`src/rtl/spi_slave_regs.sv`:
```
// spi_slave_regs: SPI mode-0 slave serving a small register bank, all logic in the sysclk domain.
// Define SPI_SLAVE_ERR_CNT_EN to add the saturating err_cnt output, cleared by a write to address NUM_REGS.
module spi_slave_regs #(
   parameter int CMD_BITS     = 1,
   parameter int ADDR_BITS    = 8,
   parameter int PAYLOAD_BITS = 7,
   parameter int NUM_REGS     = 4,
   parameter int SYNC_STAGES  = 2
) (
   input  logic                             sysclk,
   input  logic                             rst,
   input  logic                             sclk,
   input  logic                             cs,
   input  logic                             mosi,
   output logic                             miso,
   output logic [NUM_REGS*PAYLOAD_BITS-1:0] reg_bank,
   output logic                             wr_stb,
   output logic [ADDR_BITS-1:0]             wr_addr,
   output logic [PAYLOAD_BITS-1:0]          wr_data,
   output logic                             frame_done,
   output logic                             frame_err
`ifdef SPI_SLAVE_ERR_CNT_EN
   ,
   output logic [7:0]                       err_cnt
`endif
);
   localparam int MAXB = (CMD_BITS > ADDR_BITS) ? ((CMD_BITS > PAYLOAD_BITS) ? CMD_BITS : PAYLOAD_BITS)
                                                : ((ADDR_BITS > PAYLOAD_BITS) ? ADDR_BITS : PAYLOAD_BITS);
   localparam int CW = $clog2(MAXB + 1);
   localparam int IW = (NUM_REGS > 1) ? $clog2(NUM_REGS) : 1;
   typedef enum logic [2:0] {IDLE, CMD, ADDR, DATA, DONE} state_t;
   state_t state, nstate;
   logic [SYNC_STAGES:0] sclk_sr, cs_sr;
   logic [SYNC_STAGES-1:0] mosi_sr;
   logic sclk_rise, sclk_fall, cs_rise, cs_fall, mosi_s;
   logic shifting, abort, last, load_d, is_wr, addr_ok, clr_hit;
   logic [CW-1:0] cnt;
   logic [CMD_BITS-1:0] cmd_sr;
   logic [ADDR_BITS-1:0] addr_sr, addr_nx;
   logic [PAYLOAD_BITS-1:0] data_sr, tx_sr, tx_sh;
   logic [PAYLOAD_BITS-1:0] regs [NUM_REGS];

   assign sclk_rise = sclk_sr[SYNC_STAGES-1] & ~sclk_sr[SYNC_STAGES];
   assign sclk_fall = ~sclk_sr[SYNC_STAGES-1] & sclk_sr[SYNC_STAGES];
   assign cs_rise   = cs_sr[SYNC_STAGES-1] & ~cs_sr[SYNC_STAGES];
   assign cs_fall   = ~cs_sr[SYNC_STAGES-1] & cs_sr[SYNC_STAGES];
   assign mosi_s    = mosi_sr[SYNC_STAGES-1];
   assign shifting  = state inside {CMD, ADDR, DATA};
   assign abort     = shifting & cs_rise;
   assign last      = (state == CMD)  ? cnt == CW'(CMD_BITS - 1)
                    : (state == ADDR) ? cnt == CW'(ADDR_BITS - 1)
                    : cnt == CW'(PAYLOAD_BITS - 1);
   assign addr_nx   = ADDR_BITS'({addr_sr, mosi_s});
   assign tx_sh     = tx_sr << 1;
   assign is_wr     = cmd_sr == CMD_BITS'(1);
   assign addr_ok   = addr_sr < ADDR_BITS'(NUM_REGS);

   for (genvar i = 0; i < NUM_REGS; i++) begin : g_bank
      assign reg_bank[i*PAYLOAD_BITS +: PAYLOAD_BITS] = regs[i];
   end

   always_ff @(posedge sysclk) begin
      if (rst) begin
         sclk_sr <= '0;
         cs_sr   <= '1;
         mosi_sr <= '0;
         state   <= IDLE;
      end else begin
         sclk_sr <= {sclk_sr[SYNC_STAGES-1:0], sclk};
         cs_sr   <= {cs_sr[SYNC_STAGES-1:0], cs};
         mosi_sr <= {mosi_sr[SYNC_STAGES-2:0], mosi};
         state   <= nstate;
      end
   end

   always_comb begin
      nstate = state;
      case (state)
         IDLE:    nstate = cs_fall ? CMD : IDLE;
         CMD:     nstate = abort ? IDLE : (sclk_rise && last) ? ADDR : CMD;
         ADDR:    nstate = abort ? IDLE : (sclk_rise && last) ? DATA : ADDR;
         DATA:    nstate = abort ? IDLE : (sclk_rise && last) ? DONE : DATA;
         default: nstate = IDLE;
      endcase
   end

   always_ff @(posedge sysclk) begin
      if (rst) begin
         cnt        <= '0;
         cmd_sr     <= '0;
         addr_sr    <= '0;
         data_sr    <= '0;
         tx_sr      <= '0;
         load_d     <= 1'b0;
         miso       <= 1'b0;
         wr_stb     <= 1'b0;
         wr_addr    <= '0;
         wr_data    <= '0;
         frame_done <= 1'b0;
         frame_err  <= 1'b0;
         for (int k = 0; k < NUM_REGS; k++) regs[k] <= '0;
      end else begin
         wr_stb     <= 1'b0;
         frame_done <= 1'b0;
         frame_err  <= abort;
         load_d     <= 1'b0;
         cnt        <= (state != nstate) ? '0 : (shifting && sclk_rise) ? cnt + 1'b1 : cnt;
         if (load_d) miso <= tx_sr[PAYLOAD_BITS-1];
         case (state)
            IDLE: begin
               cmd_sr  <= '0;
               addr_sr <= '0;
               data_sr <= '0;
               tx_sr   <= '0;
               miso    <= 1'b0;
            end
            CMD: if (sclk_rise && !abort) cmd_sr <= CMD_BITS'({cmd_sr, mosi_s});
            ADDR: if (sclk_rise && !abort) begin
               addr_sr <= addr_nx;
               if (last) begin
                  tx_sr  <= (!is_wr && addr_nx < ADDR_BITS'(NUM_REGS)) ? regs[addr_nx[IW-1:0]] : '0;
                  load_d <= 1'b1;
               end
            end
            DATA: begin
               if (sclk_rise && !abort) data_sr <= PAYLOAD_BITS'({data_sr, mosi_s});
               // the fall closing the last address bit must keep the MSB on miso
               if (sclk_fall && !abort && cnt != '0) begin
                  tx_sr <= tx_sh;
                  miso  <= tx_sh[PAYLOAD_BITS-1];
               end
            end
            DONE: begin
               frame_done <= 1'b1;
               miso       <= 1'b0;
               if (addr_ok && is_wr) begin
                  regs[addr_sr[IW-1:0]] <= data_sr;
                  wr_stb  <= 1'b1;
                  wr_addr <= addr_sr;
                  wr_data <= data_sr;
               end else if (!addr_ok && !clr_hit) frame_err <= 1'b1;
            end
            default: ;
         endcase
      end
   end

`ifdef SPI_SLAVE_ERR_CNT_EN
   assign clr_hit = (state == DONE) && is_wr && addr_sr == ADDR_BITS'(NUM_REGS);
   always_ff @(posedge sysclk) begin
      if (rst) err_cnt <= '0;
      else if (clr_hit) err_cnt <= '0;
      else if (frame_err && err_cnt != 8'hFF) err_cnt <= err_cnt + 1'b1;
   end
`else
   assign clr_hit = 1'b0;
`endif
endmodule
```
`config.mk`:
```
export PLATFORM = sky130hd
export DESIGN_NAME = spi_slave_regs
export DESIGN_NICKNAME = d
export VERILOG_FILES = /design/src/rtl/spi_slave_regs.sv
export SDC_FILE = /design/constraint.sdc
export NUM_CORES = 1
export LEC_CHECK = 0
export ABC_AREA = 1
export CAP_MARGIN = 10
export CORE_MARGIN = 8
export CORE_UTILIZATION = 40
export CTS_CLUSTER_DIAMETER = 30
export DETAILED_ROUTE_END_ITERATION = 10
export SYNTH_ARGS = -nofsm -noshare
export SYNTH_HDL_FRONTEND = slang
export SYNTH_SLANG_ARGS = --single-unit
```
`constraint.sdc`:
```
create_clock -name sysclk -period 4.8 [get_ports sysclk]
set_clock_uncertainty 0.2 [all_clocks]
set_input_delay 1.2 -clock sysclk [delete_from_list [all_inputs] [get_ports sysclk]]
set_output_delay 1.2 -clock sysclk [all_outputs]
set_load 0.05 [all_outputs]
```
==> reports/results.txt <==
Final period util -> 66.3%
Worst Tran Pin Value -> 1.01 ns
Nets@finish -> 463
Crit. End Element -> flop
TritonCTS clock tree -> built
Max FO, Critical Path -> 27
WL per Instance -> 15.6 um
DIE WIDTH -> 112 um
Crit path buf inv count -> 3
Diode count -> 0
Yosys reg bits -> 86
Total power -> 1.49 mW
Reg2Reg Depth -> 5
Critical R2R Capture -> regs[3][4]
FFs w/ async S/R, synth -> 0%
Final setup violation count -> 0
Largest net degree at the start of global routing -> 28
Fraction of the yosys area taken by sequential cells -> 54.4%
Site Rows -> 35
Starting Density -> 40.6%
First DRT Iteration DRCs -> 129
Post-Syn Nets -> 416
# Post-CTS Setup Buffers -> 0
DP HPWL -> 6490 um
Biggest area consumer among synthesized cells -> dfxtp_1
CP Launch Type -> input pin
GRT Overall Usage -> 14.8%
Drt via density -> 4.96
CP arrival -> 3.02 ns
Final Hold Viols -> 0
Leak -> 1.66 nW
Yosys top cell area share -> 31.5%
Post-route setup TNS -> 0 ns
Final Max Tran Viols -> 0
Layout cell share with drive strength beyond 1 -> 16.1%
Top-count cell post-synth -> nor2_1
Worst EP required -> 4.64 ns
Worst skew pair latency -> 0.37 ns
Crit path max-delay family -> buffers and inverters
Critical path launch point -> rst
Crit path top cell by count -> inv_2
Reg clk slew, reported paths -> 0.09 ns
Tmin final -> 3.18 ns
Worst Hold Class -> flop to flop
Crit. path cell count -> 6
Area contributors post-synth -> dfxtp_1, edfxtp_1, nor2_1, inv_1, o21ai_0
Synth cell count leaders -> nor2_1, dfxtp_1, inv_1
Worst R2R Setup Slack -> 1.99 ns
Reg2reg start -> addr_sr[4]
Clk buf depth -> 2
Achievable Freq -> 314 MHz
Placer congestion estimate -> 0.762
CP cell instances -> clkdlybuf4s50_1 > inv_2 > nand4_2 > inv_2 > nand3_4 > nand2_1
P&R area growth vs syn -> 21.6%
Die height -> 112 um
Outcome -> complete, no violations
Crit-path max cell delay -> 0.43 ns
Port Buffers -> 51
ANT nets after route -> 0
Library cells used by synthesis -> 33
Initial antenna violation count -> 0
Root buf cell -> clkbuf_8
Number of synthesized flops with an enable pin -> 28
Crit-path slowest cell -> clkdlybuf4s50_1
Post-cts resize count -> 0
Hold_buf cts -> 0
Total gr overflow -> 0
Slew margin rel. -> 31.8%
WL final -> 8910 um
CTS Sinks -> 86
Via count -> 2839
Max-Cap Viols -> 0
RSZ-0062 raised after global routing -> no
H-tree Lvls -> 3
Post-Syn Instances -> 409
Syn Area/Cell -> 9.00 um^2
Vias in the first global route -> 2838
Pwr dens -> 333 nW/um^2
Io pins -> 52
CORE AREA -> 9060 um^2
Worst vdd ir -> 163 uV
Synth Cell Area -> 3680 um^2
Fill count -> 866
Synth warn -> 0
CP endpoint -> regs[2][3]
Predominant post-synthesis flop cell -> dfxtp_1
CTS Buf Count -> 9
# DRC -> 0
Setup CP Type -> input pin to flop
First-pass GRT wire length -> 14700 um
TritonRoute pass-1 iters -> 5
Die ar. -> 12500 um^2
-- cells in the final DEF, fill, tap and decap left out, types with 2 or more instances in the layout --
cell | netlist | routed
nand3_1 | 9 | 9
ha_1 | 2 | 2
a31oi_1 | 2 | 2
a21oi_1 | 18 | 18
nor3_1 | 2 | 2
o21ai_2 | 2 | 2
nand2_4 | 3 | 3
dfxtp_1 | 58 | 58
o211ai_1 | 2 | 2
bufinv_16 | 0 | 2
nand2_1 | 41 | 41
nand3_4 | 3 | 3
inv_2 | 11 | 11
nand2_2 | 6 | 6
nor2_2 | 5 | 5
xor2_1 | 3 | 3
nand3_2 | 3 | 3
or2_2 | 2 | 2
inv_1 | 46 | 46
edfxtp_1 | 28 | 28
clkbuf_8 | 0 | 9
a211oi_2 | 12 | 12
a31o_2 | 7 | 7
o22ai_1 | 8 | 8
nor2_1 | 82 | 82
o21ai_0 | 31 | 31
inv_6 | 0 | 4
nand4_1 | 3 | 3
clkdlybuf4s50_1 | 0 | 51
-- per-stage QoR --
stage / hold WS, ns / cells / worst slack (ns) / cell area (um^2) / util [%]
floorplan: 0.188 / 409 / 2.08 / 3680 / -
global placement: 0.201 / 556 / 1.33 / 4250 / 46.9
detailed placement: 0.200 / 556 / 1.23 / 4250 / 46.9
CTS: 0.219 / 572 / 1.61 / 4480 / 49.4
global route: 0.244 / 572 / 1.46 / 4480 / 49.4
finish: 0.214 / 572 / 1.62 / 4480 / 49.4
-- flip-flops by register name (all words and copies together), names as in the netlist, 4 cells and up --
| name | count |
|---|---|
| addr_sr | 8 |
| cnt | 4 |
| regs | 28 |
| wr_addr | 8 |
| wr_data | 7 |
| data_sr | 7 |
| tx_sr | 7 |
-- report_power, final --
part           switching, mW  internal, mW  leakage [nW]
registers             0.0140         0.767         0.759
clock network          0.283         0.301         0.111
logic                 0.0892        0.0366         0.785
-- worst reg2reg max path, cell delays in order, from the launching register on --
cell,delay (ns)
dfxtp_1,0.33
nor2_1,0.10
nand4_1,0.16
nor2_1,0.31
nand3_1,0.39
o31ai_1,0.94
-- layer usage --
metal  up-vias  track usage (%)  routed length (um)  part of all wire [%]
met3        12             3.35                 560                   6.3
met1      1313             18.9                4190                    47
li1       1438                -                   -                     -
met5         -                0                   0                     0
met4         0             6.38                 142                   1.6
met2        76             23.5                4010                    45
-- worst min-delay path by stage --
stage	start	endpoint	slack, ns	cells after the start
final	mosi_sr[0]	mosi_sr[1]	0.21	2
after global placement	mosi_sr[0]	mosi_sr[1]	0.20	2
after detailed placement	mosi_sr[0]	mosi_sr[1]	0.20	2
after floorplan	mosi_sr[0]	mosi_sr[1]	0.19	2
after CTS	mosi_sr[0]	mosi_sr[1]	0.22	2
after global routing	cs_sr[0]	cs_sr[1]	0.24	1
-- cells by family after synthesis --
| group | count (synthesis) | share of synthesized area, % |
|---|---|---|
| and+or+nand+nor | 161 | 20.6 |
| DFF | 86 | 54.4 |
| AOI/OAI and AO/OA | 84 | 15.4 |
| buffers and inverters | 73 | 8.22 |
| xor gates and xnor gates | 3 | 0.714 |
| adders and majority gates | 2 | 0.679 |
-- layout make-up --
type / instances / area [um^2] / area share [%]
inverter: 57 / 214 / 4.78
clock buffer: 9 / 124 / 2.77
tap: 111 / 139 / 3.10
sequential: 86 / 2000 / 44.7
multi-input combinational: 250 / 1380 / 30.8
clock inverter: 7 / 103 / 2.29
timing repair buffer: 52 / 518 / 11.6
Power figures use the tool's default switching activity.
